**config.mk**
```make
export PLATFORM = sky130hd
export DESIGN_NAME = fp_round_pipe_flat
export DESIGN_NICKNAME = d
export VERILOG_FILES = /design/src/rtl/fp_round_pkg.sv /design/src/rtl/fp_round_pipe_if.sv /design/src/rtl/round_incr.sv /design/src/rtl/fp_round_pipe.sv /design/src/flat_wrapper.sv
export SDC_FILE = /design/constraint.sdc
export NUM_CORES = 1
export LEC_CHECK = 0
export ABC_AREA = 1
export BUFFER_PORTS_ARGS = -buffer_cell sky130_fd_sc_hd__buf_4
export CAP_MARGIN = 20
export CORE_MARGIN = 2
export CORE_UTILIZATION = 25
export CTS_CLUSTER_DIAMETER = 30
export CTS_CLUSTER_SIZE = 24
export DETAILED_ROUTE_END_ITERATION = 6
export PLACE_DENSITY_LB_ADDON = 0.08
export SETUP_SLACK_MARGIN = 0.3
export SLEW_MARGIN = 5
export SYNTH_ARGS = -nofsm -noshare
export SYNTH_HDL_FRONTEND = slang
export SYNTH_HIERARCHICAL = 1
export SYNTH_SLANG_ARGS = --single-unit
```
**constraint.sdc**
```tcl
create_clock -name i_clk -period 1.95 [get_ports i_clk]
set_clock_uncertainty 0.15 [all_clocks]
set_input_delay 0.39 -clock i_clk [delete_from_list [all_inputs] [get_ports i_clk]]
set_output_delay 0.39 -clock i_clk [all_outputs]
set_load 0.01 [all_outputs]
```
**src/rtl/fp_round_pkg.sv**
```systemverilog
`default_nettype none
// ============================================================================
// Module   : fp_round_pkg
// Purpose  : Shared types and helpers for the mantissa rounding pipeline.
//            rnd_mode_t  - IEEE-754 rounding mode encoding
//            round_inc() - decides whether the kept mantissa is incremented,
//                          given the mode, the operand sign, and the L/G/S bits
// Revision : 1.0 - initial release
// ============================================================================
package fp_round_pkg;

    typedef enum logic [1:0] {
        RNE = 2'b00,    // round to nearest, ties to even
        RTZ = 2'b01,    // round toward zero (truncate)
        RDN = 2'b10,    // round toward -infinity
        RUP = 2'b11     // round toward +infinity
    } rnd_mode_t;

    // The mantissa is a magnitude, so the directed modes only increment it
    // when rounding moves the value away from zero: RDN for negatives,
    // RUP for positives.
    function automatic logic round_inc(
        input rnd_mode_t mode,
        input logic      sign,
        input logic      lsb,
        input logic      guard,
        input logic      sticky
    );
        logic inc;
        inc = 1'b0;
        case (mode)
            RNE:     inc = guard & (sticky | lsb);
            RTZ:     inc = 1'b0;
            RDN:     inc = sign & (guard | sticky);
            RUP:     inc = ~sign & (guard | sticky);
            default: inc = 1'b0;
        endcase
        return inc;
    endfunction

endpackage
`default_nettype wire

```
**src/rtl/fp_round_pipe_if.sv**
```systemverilog
`default_nettype none
// ============================================================================
// Module   : fp_round_pipe_if
// Purpose  : Operand/result handshake bundle for fp_round_pipe.
//            Upstream side : i_valid, o_ready, i_man, i_sign, i_rnd_mode
//            Downstream    : o_valid, i_ready, o_man_result, o_ov_flow,
//                            o_inexact
//            Signal names are given from the rounding stage's point of view.
//            slave  - modport used by the rounding stage
//            master - modport used by the surrounding logic (source + sink)
// Revision : 1.0 - initial release
// ============================================================================
interface fp_round_pipe_if #(
    parameter int SIZE_MAN        = 28,
    parameter int SIZE_MAN_RESULT = 24
) ();

    logic                       i_valid;
    logic                       o_ready;
    logic [SIZE_MAN-1:0]        i_man;
    logic                       i_sign;
    logic [1:0]                 i_rnd_mode;

    logic                       o_valid;
    logic                       i_ready;
    logic [SIZE_MAN_RESULT-1:0] o_man_result;
    logic                       o_ov_flow;
    logic                       o_inexact;

    modport slave (
        input  i_valid, i_man, i_sign, i_rnd_mode, i_ready,
        output o_ready, o_valid, o_man_result, o_ov_flow, o_inexact
    );

    modport master (
        output i_valid, i_man, i_sign, i_rnd_mode, i_ready,
        input  o_ready, o_valid, o_man_result, o_ov_flow, o_inexact
    );

endinterface
`default_nettype wire

```
**src/rtl/round_incr.sv**
```systemverilog
`default_nettype none
// ============================================================================
// Module   : round_incr
// Purpose  : WIDTH-bit incrementer: o_sum/o_cout = i_a + i_cin.
//            i_a    in  WIDTH  operand
//            i_cin  in  1      increment request
//            o_sum  out WIDTH  low WIDTH bits of the sum
//            o_cout out 1      carry out of the MSB
// Revision : 1.0 - initial release
// ============================================================================
module round_incr #(
    parameter int WIDTH = 24
) (
    input  wire logic [WIDTH-1:0] i_a,
    input  wire logic             i_cin,
    output logic      [WIDTH-1:0] o_sum,
    output logic                  o_cout
);

    assign {o_cout, o_sum} = {1'b0, i_a} + {{WIDTH{1'b0}}, i_cin};

endmodule
`default_nettype wire

```
**src/rtl/fp_round_pipe.sv**
```systemverilog
`default_nettype none
// ============================================================================
// Module   : fp_round_pipe
// Purpose  : Two-stage pipelined mantissa rounder with valid/ready flow
//            control. Rounds a SIZE_MAN-bit MSB-aligned mantissa down to
//            SIZE_MAN_RESULT bits under RNE/RTZ/RDN/RUP and flags carry-out
//            and inexact.
//            i_clk  in  1  clock
//            i_rst  in  1  synchronous active-high reset
//            bus    slave modport of fp_round_pipe_if (operand in, result out)
//            Requires SIZE_MAN - SIZE_MAN_RESULT >= 2 (guard + sticky).
// Revision : 1.0 - initial release
// ============================================================================
module fp_round_pipe
    import fp_round_pkg::*;
#(
    parameter int SIZE_MAN        = 28,
    parameter int SIZE_MAN_RESULT = 24
) (
    input  wire logic       i_clk,
    input  wire logic       i_rst,
    fp_round_pipe_if.slave  bus
);

    localparam int c_DROP_W = SIZE_MAN - SIZE_MAN_RESULT;

    // ------------------------------------------------------------------
    // Field split and rounding decision (ahead of S1)
    // ------------------------------------------------------------------
    logic [SIZE_MAN_RESULT-1:0] w_kept;
    logic                       w_guard;
    logic                       w_sticky;
    logic                       w_inc;
    logic                       w_inexact;

    assign w_kept    = bus.i_man[SIZE_MAN-1 -: SIZE_MAN_RESULT];
    assign w_guard   = bus.i_man[c_DROP_W-1];
    assign w_sticky  = |bus.i_man[c_DROP_W-2:0];
    assign w_inexact = w_guard | w_sticky;
    assign w_inc     = round_inc(rnd_mode_t'(bus.i_rnd_mode), bus.i_sign,
                                 w_kept[0], w_guard, w_sticky);

    // ------------------------------------------------------------------
    // Flow control: a stage may load when it is empty or when its
    // current contents leave in the same cycle.
    // ------------------------------------------------------------------
    logic r_s1_valid;
    logic r_s2_valid;
    logic w_s1_ready;
    logic w_s2_ready;

    assign w_s2_ready  = ~r_s2_valid | bus.i_ready;
    assign w_s1_ready  = ~r_s1_valid | w_s2_ready;
    assign bus.o_ready = w_s1_ready;

    // ------------------------------------------------------------------
    // Stage 1: kept bits, increment decision, inexact
    // ------------------------------------------------------------------
    logic [SIZE_MAN_RESULT-1:0] r_s1_kept;
    logic                       r_s1_inc;
    logic                       r_s1_inexact;

    always_ff @(posedge i_clk) begin
        if (i_rst) begin
            r_s1_valid   <= 1'b0;
            r_s1_kept    <= '0;
            r_s1_inc     <= 1'b0;
            r_s1_inexact <= 1'b0;
        end else if (w_s1_ready) begin
            r_s1_valid <= bus.i_valid;
            if (bus.i_valid) begin
                r_s1_kept    <= w_kept;
                r_s1_inc     <= w_inc;
                r_s1_inexact <= w_inexact;
            end
        end
    end

    // ------------------------------------------------------------------
    // Incrementer between S1 and S2
    // ------------------------------------------------------------------
    logic [SIZE_MAN_RESULT-1:0] w_sum;
    logic                       w_cout;
    logic [SIZE_MAN_RESULT-1:0] w_man_rounded;

    round_incr #(
        .WIDTH (SIZE_MAN_RESULT)
    ) u_round_incr (
        .i_a    (r_s1_kept),
        .i_cin  (r_s1_inc),
        .o_sum  (w_sum),
        .o_cout (w_cout)
    );

    // A carry-out only happens from an all-ones mantissa, so the sum shifted
    // right by one is always 1000...0; the exponent bump is done downstream.
    assign w_man_rounded = w_cout ? {1'b1, {(SIZE_MAN_RESULT-1){1'b0}}} : w_sum;

    // ------------------------------------------------------------------
    // Stage 2: rounded mantissa and flags (drives the outputs directly)
    // ------------------------------------------------------------------
    logic [SIZE_MAN_RESULT-1:0] r_s2_man;
    logic                       r_s2_ov;
    logic                       r_s2_inexact;

    always_ff @(posedge i_clk) begin
        if (i_rst) begin
            r_s2_valid   <= 1'b0;
            r_s2_man     <= '0;
            r_s2_ov      <= 1'b0;
            r_s2_inexact <= 1'b0;
        end else if (w_s2_ready) begin
            r_s2_valid <= r_s1_valid;
            if (r_s1_valid) begin
                r_s2_man     <= w_man_rounded;
                r_s2_ov      <= w_cout;
                r_s2_inexact <= r_s1_inexact;
            end
        end
    end

    assign bus.o_valid      = r_s2_valid;
    assign bus.o_man_result = r_s2_man;
    assign bus.o_ov_flow    = r_s2_ov;
    assign bus.o_inexact    = r_s2_inexact;

endmodule
`default_nettype wire

```
**src/flat_wrapper.sv**
```systemverilog
// flat-port wrapper written by rule: the top's interface ports become plain ports
module fp_round_pipe_flat import fp_round_pkg::*;
#(
    parameter int SIZE_MAN        = 28,
    parameter int SIZE_MAN_RESULT = 24
)
  (i_clk, i_rst, bus_i_valid, bus_i_man, bus_i_sign, bus_i_rnd_mode, bus_i_ready, bus_o_ready, bus_o_valid, bus_o_man_result, bus_o_ov_flow, bus_o_inexact);
  fp_round_pipe_if #(.SIZE_MAN(SIZE_MAN), .SIZE_MAN_RESULT(SIZE_MAN_RESULT)) bus_i ();
  input  wire logic i_clk;
  input  wire logic i_rst;
  input wire logic [$bits(bus_i.i_valid)-1:0] bus_i_valid;
  input wire logic [$bits(bus_i.i_man)-1:0] bus_i_man;
  input wire logic [$bits(bus_i.i_sign)-1:0] bus_i_sign;
  input wire logic [$bits(bus_i.i_rnd_mode)-1:0] bus_i_rnd_mode;
  input wire logic [$bits(bus_i.i_ready)-1:0] bus_i_ready;
  output wire logic [$bits(bus_i.o_ready)-1:0] bus_o_ready;
  output wire logic [$bits(bus_i.o_valid)-1:0] bus_o_valid;
  output wire logic [$bits(bus_i.o_man_result)-1:0] bus_o_man_result;
  output wire logic [$bits(bus_i.o_ov_flow)-1:0] bus_o_ov_flow;
  output wire logic [$bits(bus_i.o_inexact)-1:0] bus_o_inexact;
  assign bus_i.i_valid = bus_i_valid;
  assign bus_i.i_man = bus_i_man;
  assign bus_i.i_sign = bus_i_sign;
  assign bus_i.i_rnd_mode = bus_i_rnd_mode;
  assign bus_i.i_ready = bus_i_ready;
  assign bus_o_ready = bus_i.o_ready;
  assign bus_o_valid = bus_i.o_valid;
  assign bus_o_man_result = bus_i.o_man_result;
  assign bus_o_ov_flow = bus_i.o_ov_flow;
  assign bus_o_inexact = bus_i.o_inexact;
  fp_round_pipe #(.SIZE_MAN(SIZE_MAN), .SIZE_MAN_RESULT(SIZE_MAN_RESULT)) u_core (.i_clk(i_clk), .i_rst(i_rst), .bus(bus_i));
endmodule
```
==> flow_summary.toml <==
[run_status]
outcome = "finished clean"

[setup_path]
critPathLaunchType = "flip-flop"
worstSetupPathType = "flip-flop to flip-flop"
end_kind = "flip-flop"
worst_ep_required_time_ns = 1.98
critPathMaxFanout = 6
cp_data_arrival_time_ns = 1.91

[placement]
io_buffers = 62
post_dp_cell_area_um2 = 3370
place_hpwl_mm = 5.22
place.gp.congestion = 0.803
place_ws_ns = -0.198

[layout]
postLayoutCellArea_um2 = 3600
fill_cells = 1066
areaGrowthSynthToFinish_pct = 40.2
drive_above_1_share = 0.348
diodes = 0
final_util = 0.365
nNetsFinal = 461

[flow_run]
drv_cap = 0

[sta]
tightest_slew_ns = 0.580
fmaxAchievable_mhz = 532
hold_viol = 0
tns_ns = 0
maxSlewHeadroom = 0.614
rsz0062_at_grt = "yes"
maxSlewViolCount = 0
final.min_clock_period_ns = 1.88
layout_setup_ws_ns = 0.0714
period_share = 0.963
setup_viol = 0

[clock_tree]
clock_tree.htree_level_count = 2
cts_sinks = 54
cts_tree = "built"
clock_latency_ns = 0.30
cts_inserted_buffers = 5
path_clk_slew_ns = 0.10
hold_buffers = 0
clk_path_buf_depth = 2
clock-root-buffer = "clkbuf_8"

[floorplanning]
io_pins = 63
core_area_um2 = 9860
die_w_um = 105
dieArea_um2 = 11100
start_util = 0.260
num_rows = 36
fp.dieH_um = 105

[route]
vias = 2411
wl_mm = 7.43
first_pass_iters = 4
dr.first_iter.drc_count = 77
route.detailed.drc = 0
detail-route-antenna-nets = 0
viasPerCell = 4.32
wire_per_inst_um = 13.3

[yosys]
synth_ff_type = "dfxtp_1"
synth_top_area_cell = "dfxtp_1"
synth_area_um2 = 2570
ys_async_sr_fraction = 0
synth_edf_count = 0
synth.most_common_cell = "nand2_1"
syn_nets = 383
syn-instance-count = 346
ys_ff_latch = 54
synthTopCellsByArea = "dfxtp_1 42%, nand2_1 16%, a22oi_1 6.7%"
synth.avg_cell_area_um2 = 7.42
synth_top_area_frac = 0.421
synth_common_cells = "107 x nand2_1, 54 x dfxtp_1, 44 x nor2_1"
seq_area_frac_synth = 0.421
ys_types = 26
yosysWarnings = 6

[grt]
grt_max_degree = 55
grt_pass1_wl_mm = 12.4
grt_use_total = 0.140
grt_antenna_before_repair = 0
grt-ovfl-total = 0
grt_pass1_vias = 2402

[pwr]
seqPwrFrac = 0.550
p_per_area_nw_per_um2 = 605
p_sw_uw = 584
intPower_uw = 1590
fin_total_pwr_uw = 2180
power_frac_comb = 0.152
clkPwrFrac = 0.298
p_leak_uw = 0.00147
p_sw_frac = 0.268
peakVddDrop_mv = 0.272

[worst_hold_path]
hp-class = "input port to flip-flop"
## state kept, by name, summed over array words and instances, names as in the netlist
| signal | cells |
|---|---|
| u_core/r_s1_valid | 1 |
| u_core/r_s1_inc | 1 |
| u_core/r_s1_inexact | 1 |
| u_core/bus.o_inexact | 1 |
| u_core/bus.o_ov_flow | 1 |
| u_core/r_s1_kept | 24 |
| u_core/bus.o_man_result | 24 |
| u_core/bus.o_valid | 1 |
## layer usage
metal,up-vias,GRT usage,share of wire
met4,0,0.0295,0.0078
met5,-,0,0
met1,1081,0.211,0.54
li1,1277,-,-
met2,46,0.205,0.42
met3,7,0.0247,0.038
## critical path: stages, from the launching register on
cell	delay, ns
dfxtp_2	0.36
ha_4	0.15
ha_4	0.13
nand2_2	0.06
nor2_4	0.10
nand2_2	0.08
nor2_4	0.10
nand3_2	0.09
nor2_4	0.14
buf_12	0.13
nor2_4	0.07
a22oi_2	0.15
nor2_1	0.05
## layout make-up
type,instances,area [um2],share of cell area
clock buffers,7,86.3,0.0240
clock inverters,1,5.00,0.00139
inverters,20,77.6,0.0216
multi-input cells,261,1530,0.426
flip-flops and latches,54,1090,0.302
well taps,133,166,0.0463
repair buffers,82,643,0.179
## placed cells by master, fill, tap and decap left out, drive strengths merged
cell	instances
nand2	113
buf	82
nor2	57
dfxtp	54
a21oi	28
a22oi	23
inv	20
nand3	11
xor2	9
clkbuf	7
nand3b	6
xnor2	5
o21ai	4
ha	2
clkinv	1
a211oi	1
nor3	1
nor2b	1
## kinds of logic (layout without fill, tap and decap cells)
kind of cell	count (synthesis)	after routing	share of synthesized area
simple gates	186	189	0.323
fa+ha+maj	2	2	0.00975
buf+inv	34	110	0.0639
flops	54	54	0.421
compound gates	56	56	0.135
xor+xnor	14	14	0.0478
## power by group through the flow
stage	logic [uW]	clock network [uW]	registers, uW
2_1_floorplan	171	0	1220
3_3_place_gp	308	0	1220
3_5_place_dp	310	0	1220
4_1_cts	324	676	1200
5_1_grt	369	725	1210
6_report	330	649	1200
## per-stage QoR
step / hold slack (ns) / instances
after floorplan: 0.290 / 346
after global placement: 0.320 / 542
after detailed placement: 0.318 / 542
after CTS: 0.178 / 557
after global routing: 0.178 / 558
final: 0.181 / 558
## what timing repair did
action / CTS / global route
gates resized for setup: 6 / 15
pin swaps: 15 / 9
setup buffers: 4 / 1
setup endpoints to repair: 25 / 27
cloned: 3 / 0
## path summary, 6_finish.rpt
kind / start / endpoint / slack (ns) / cells after the start
worst min-delay path: bus_i_man[5] / u_core/r_s1_kept[1] / 0.18 / 3
worst min register to register: u_core/bus.o_inexact / u_core/bus.o_inexact / 0.33 / 2
worst max register to register: u_core/r_s1_kept[0] / u_core/bus.o_man_result[17] / 0.07 / 12
worst max-delay path: u_core/r_s1_kept[0] / u_core/bus.o_man_result[17] / 0.07 / 12
Power figures use the tool's default switching activity.
